**src/rtl/rx_bit_timer.sv**
```systemverilog
// ---------------------------------------------------------------------------
// rx_bit_timer
// Bit-period timing for a serial receiver that recovers its clock from line
// transitions. A phase counter runs once per bit period and is re-aligned on
// every detected edge. Each bit is sampled at a fixed phase. Stuffed bits are
// dropped and the accepted bits are counted into words. A sticky flag is set
// when no edge has been seen for too many bit periods.
//
// Parameters
//   CLKS_PER_BIT  : clock cycles per serial bit period (4..64)
//   SAMPLE_PHASE  : phase count at which a bit is sampled (1..CLKS_PER_BIT-1)
//   BITS_PER_WORD : accepted bits per received word (2..32)
//   MAX_IDLE_BITS : edge-free bit periods before sync_err is raised (1..255)
//
// Ports
//   clk           : in  - single clock, rising edge
//   n_rst         : in  - synchronous active-low reset
//   d_edge        : in  - line transition detected this cycle
//   rcving        : in  - packet reception active
//   skip_bit      : in  - current bit is a stuffed bit, discard it
//   shift_enable  : out - one-cycle strobe, shift in the sampled bit
//   byte_received : out - one-cycle strobe, the cycle after a word's last bit
//   bit_index     : out - bits accepted so far in the current word
//   stuff_drop    : out - one-cycle strobe, a sample was discarded
//   sync_err      : out - sticky loss-of-sync flag, cleared when rcving drops
// ---------------------------------------------------------------------------
module rx_bit_timer #(
   parameter int CLKS_PER_BIT  = 8,
   parameter int SAMPLE_PHASE  = 4,
   parameter int BITS_PER_WORD = 8,
   parameter int MAX_IDLE_BITS = 7
) (
   input  logic                             clk,
   input  logic                             n_rst,
   input  logic                             d_edge,
   input  logic                             rcving,
   input  logic                             skip_bit,
   output logic                             shift_enable,
   output logic                             byte_received,
   output logic [$clog2(BITS_PER_WORD)-1:0] bit_index,
   output logic                             stuff_drop,
   output logic                             sync_err
);

   localparam int PH_W   = $clog2(CLKS_PER_BIT);
   localparam int IDX_W  = $clog2(BITS_PER_WORD);
   localparam int IDLE_W = $clog2(MAX_IDLE_BITS + 1);

   localparam logic [PH_W-1:0]   PH_LAST   = PH_W'(CLKS_PER_BIT - 1);
   localparam logic [PH_W-1:0]   PH_SAMPLE = PH_W'(SAMPLE_PHASE);
   localparam logic [PH_W-1:0]   PH_RESYNC = PH_W'(1);
   localparam logic [IDX_W-1:0]  IDX_LAST  = IDX_W'(BITS_PER_WORD - 1);
   localparam logic [IDLE_W-1:0] IDLE_MAX  = IDLE_W'(MAX_IDLE_BITS);

   logic [PH_W-1:0]   r_ph;
   logic [PH_W-1:0]   w_ph_next;
   logic [IDX_W-1:0]  r_bit_index;
   logic [IDX_W-1:0]  w_bit_index_next;
   logic [IDLE_W-1:0] r_idle;
   logic [IDLE_W-1:0] w_idle_next;
   logic              r_byte_received;
   logic              w_byte_received_next;
   logic              r_sync_err;
   logic              w_sync_err_next;

   logic              w_sample;
   logic              w_shift;
   logic              w_last_bit;

   // The sample decision uses the registered phase, so an edge arriving in
   // the sample cycle itself re-aligns the next bit but still lets this one
   // be taken.
   assign w_sample   = rcving && (r_ph == PH_SAMPLE);
   assign w_shift    = w_sample && !skip_bit;
   assign w_last_bit = (r_bit_index == IDX_LAST);

   always_comb begin
      // Defaults: everything returns to its idle value while not receiving.
      w_ph_next            = '0;
      w_bit_index_next     = '0;
      w_idle_next          = '0;
      w_byte_received_next = 1'b0;
      w_sync_err_next      = 1'b0;

      if (rcving) begin
         // The edge cycle counts as phase 0, so the following cycle is 1.
         if (d_edge) begin
            w_ph_next = PH_RESYNC;
         end else if (r_ph == PH_LAST) begin
            w_ph_next = '0;
         end else begin
            w_ph_next = r_ph + 1'b1;
         end

         w_bit_index_next = r_bit_index;
         if (w_shift) begin
            if (w_last_bit) begin
               w_bit_index_next     = '0;
               w_byte_received_next = 1'b1;
            end else begin
               w_bit_index_next = r_bit_index + 1'b1;
            end
         end

         // Counts whole bit periods (phase wrap) since the last edge and
         // saturates so that it cannot roll back under the threshold.
         w_idle_next = r_idle;
         if (d_edge) begin
            w_idle_next = '0;
         end else if ((r_ph == PH_LAST) && (r_idle != IDLE_MAX)) begin
            w_idle_next = r_idle + 1'b1;
         end

         // Raised in the same cycle the counter shows the threshold value.
         // A later edge does not clear it. Only rcving low or reset does.
         w_sync_err_next = r_sync_err || (w_idle_next == IDLE_MAX);
      end
   end

   always_ff @(posedge clk) begin
      if (!n_rst) begin
         r_ph            <= '0;
         r_bit_index     <= '0;
         r_idle          <= '0;
         r_byte_received <= 1'b0;
         r_sync_err      <= 1'b0;
      end else begin
         r_ph            <= w_ph_next;
         r_bit_index     <= w_bit_index_next;
         r_idle          <= w_idle_next;
         r_byte_received <= w_byte_received_next;
         r_sync_err      <= w_sync_err_next;
      end
   end

   assign shift_enable  = w_shift;
   assign stuff_drop    = w_sample && skip_bit;
   assign byte_received = r_byte_received;
   assign bit_index     = r_bit_index;
   assign sync_err      = r_sync_err;

endmodule

```
**config.mk**
```make
export PLATFORM = sky130hd
export DESIGN_NAME = rx_bit_timer
export DESIGN_NICKNAME = d
export VERILOG_FILES = /design/src/rtl/rx_bit_timer.sv
export SDC_FILE = /design/constraint.sdc
export NUM_CORES = 1
export LEC_CHECK = 0
export ABC_AREA = 0
export CAP_MARGIN = 30
export CORE_AREA = 5 5 42 44
export DETAILED_ROUTE_END_ITERATION = 12
export DIE_AREA = 0 0 47 49
export HOLD_SLACK_MARGIN = 0.1
export SETUP_SLACK_MARGIN = 0.2
export SLEW_MARGIN = 20
export SYNTH_ARGS = -nofsm -noshare
export SYNTH_HDL_FRONTEND = slang
export SYNTH_SLANG_ARGS = --single-unit
```
**constraint.sdc**
```tcl
create_clock -name clk -period 4.35 [get_ports clk]
set_input_delay 0.87 -clock clk [delete_from_list [all_inputs] [get_ports clk]]
set_output_delay 0.87 -clock clk [all_outputs]
set_load 0.01 [all_outputs]
```
==> impl_metrics.env <==
export IMPL_status="finished clean"
export IMPL_cts_hold_buf=0
export IMPL_postSynthRegisterBits=11
export IMPL_dieArea_sq_mm=0.002303
export IMPL_worstPathArrival_ns=2.30
export IMPL_yosysSeqAreaShare_pct=43.14
export IMPL_dr_first_iter_drc_count=0
export IMPL_syn_num_nets=60
export IMPL_hold_violations=0
export IMPL_slew_viol_final=0
export IMPL_synthesis_area_per_instance_sq_um=10.64
export IMPL_cts_made_buffers=3
export IMPL_ys_warn_count=0
export IMPL_grt_pass1_vias=349
export IMPL_final_area_sq_um=666.9
export IMPL_gp_congestion=0.6601
export IMPL_root_buffer="clkbuf_4"
export IMPL_fin_skew_ns=0.002255
export IMPL_vias_per_cell=4.608
export IMPL_crit_required_ns=3.48
export IMPL_fin_util_pct=47.59
export IMPL_crit_type="input pin to primary output"
export IMPL_clk_path_buf_depth=2
export IMPL_finalCriticalPeriod_ns=3.174
export IMPL_setup_tns_ns=0
export IMPL_io_buffers=11
export IMPL_fin_crit_sh_pct=72.96
export IMPL_ys_flop_type="dfxtp_1"
export IMPL_peakVddDrop_v=0.0001533
export IMPL_track_usage_pct=9.052
export IMPL_fin_ws_ns=1.176
export IMPL_rsz0062_at_grt="false"
export IMPL_crit_start="rcving"
export IMPL_worstPathMaxFanout=5
export IMPL_max_cap_violations=0
export IMPL_layout_nets=76
export IMPL_first_pass_iters=1
export IMPL_synthCells=48
export IMPL_grt_pass1_wl_um=1462
export IMPL_holdPathStages=1
export IMPL_dpl_worst_slack_ns=1.166
export IMPL_max_freq_mhz=315.1
export IMPL_routed_wl_um=876
export IMPL_tightest_slew_ns=0.3169
export IMPL_dp_hpwl_um=653.5
export IMPL_place_area_sq_um=640.6
export IMPL_cts_tree="built"
export IMPL_syn_cell_area_sq_um=510.5
export IMPL_ys_types=16
export IMPL_final_fill_count=159
export IMPL_layout_common_cells="dfxtp_1, clkdlybuf4s50_1, nor2_1"
export IMPL_insertion_delay_ns=0.26
export IMPL_cts_resized=0
export IMPL_ys_async_sr_fraction_pct=0
export IMPL_end_kind="primary output"
export IMPL_drive_gt1_share_pct=12.70
export IMPL_coreArea_sq_mm=0.001401
export IMPL_hp_class="flip-flop to flip-flop"
export IMPL_cts_sinks=11
export IMPL_start_util_pct=36.43
export IMPL_num_antenna_cells=0
export IMPL_die_h_um=49
export IMPL_fp_dieW_um=47
export IMPL_grt_max_degree=10
export IMPL_wl_per_cell_um=11.09
export IMPL_ant_nets=0
export IMPL_syn_to_final_growth_pct=30.64
export IMPL_finalSetupViolCount=0
export IMPL_max_slew_margin_pct=78.81
export IMPL_p_leak_nw=0.2717
export IMPL_remaining_drc_errors=0
export IMPL_vias=364
export IMPL_worst_setup_path_start_kind="input pin"
export IMPL_hp_start="sync_err"
export IMPL_synth_edf_count=0
export IMPL_clk_pin_slew_ns=0.06
export IMPL_postCtsSetupBuffers=0
export IMPL_htree_num_levels=1
export IMPL_grt_overflow_total=0
export IMPL_antenna_found_initial=0
export IMPL_rows=14
export IMPL_r2r_cells=6
export IMPL_powerDensity_mw_per_mm2=268.5
export IMPL_io_pins=12
export IMPL_power_mw=0.1791
export IMPL_r2r_start="r_ph[0]"
where the power goes:
| part | total, mW | internal [mW] | leakage (nW) | switching (mW) |
|---|---|---|---|---|
| registers | 0.102 | 0.101 | 0.0888 | 0.000483 |
| clock network | 0.0675 | 0.0355 | 0.0150 | 0.0320 |
| logic | 0.00973 | 0.00473 | 0.168 | 0.00500 |
sequential cells by signal, summed over array words and instances (netlist names):
signal         flops
byte_received      1
r_idle             3
sync_err           1
bit_index          3
r_ph               3
per-stage QoR:
stage	std cells	hold WS (ns)
after global routing	79	0.5190
final	79	0.4835
after CTS	79	0.4934
after global placement	75	0.4707
after detailed placement	75	0.4743
after floorplan	48	0.5112
Yosys cell counts, types with 2 or more instances:
master   count  area share (%)
dfxtp_1     11              43
nor2_1       8             5.9
ha_1         7              17
mux2i_1      5             9.8
inv_1        3             2.2
nor3_1       3             2.9
nor4b_1      2             3.4
path summary, 6_finish.rpt:
path             endpoint  slack, ns
max          shift_enable       1.18
min              sync_err       0.48
max reg2reg      sync_err       2.77
min reg2reg      sync_err       0.48
cell families after synthesis:
logic type	after synthesis	synth area share (%)
and+or+nand+nor	20	24.02
adders and majority gates	7	17.16
buffers and inverters	3	2.206
DFF	11	43.14
AOI/OAI and AO/OA	1	1.961
xor gates and xnor gates	1	1.716
muxes	5	9.804
critical path, cell delays in order:
cell	delay [ns]
clkdlybuf4s50_1	0.50
nand3_1	0.11
nor2_2	0.23
clkdlybuf4s50_1	0.59
area by class of cell:
class / instances / area (sq um) / share of cell area [%]
clock buffers: 4 / 26.28 / 3.940
inverters: 3 / 11.26 / 1.689
multi-input cells: 34 / 279.0 / 41.84
flip-flops and latches: 11 / 220.2 / 33.02
well taps: 16 / 20.02 / 3.002
repair buffers: 11 / 110.1 / 16.51
metal layers:
layer  share of wire (%)  wire length [um]  GRT usage, %  vias to the layer above
met1                  47               414         10.69                      158
met3                 7.8                68         2.583                        2
li1                    -                 -             -                      195
met4                 1.1                10         6.912                        0
met2                  44               383         13.12                        9
met5                   0                 0             0                        -
Note: power is estimated with default switching activity, not from simulation.
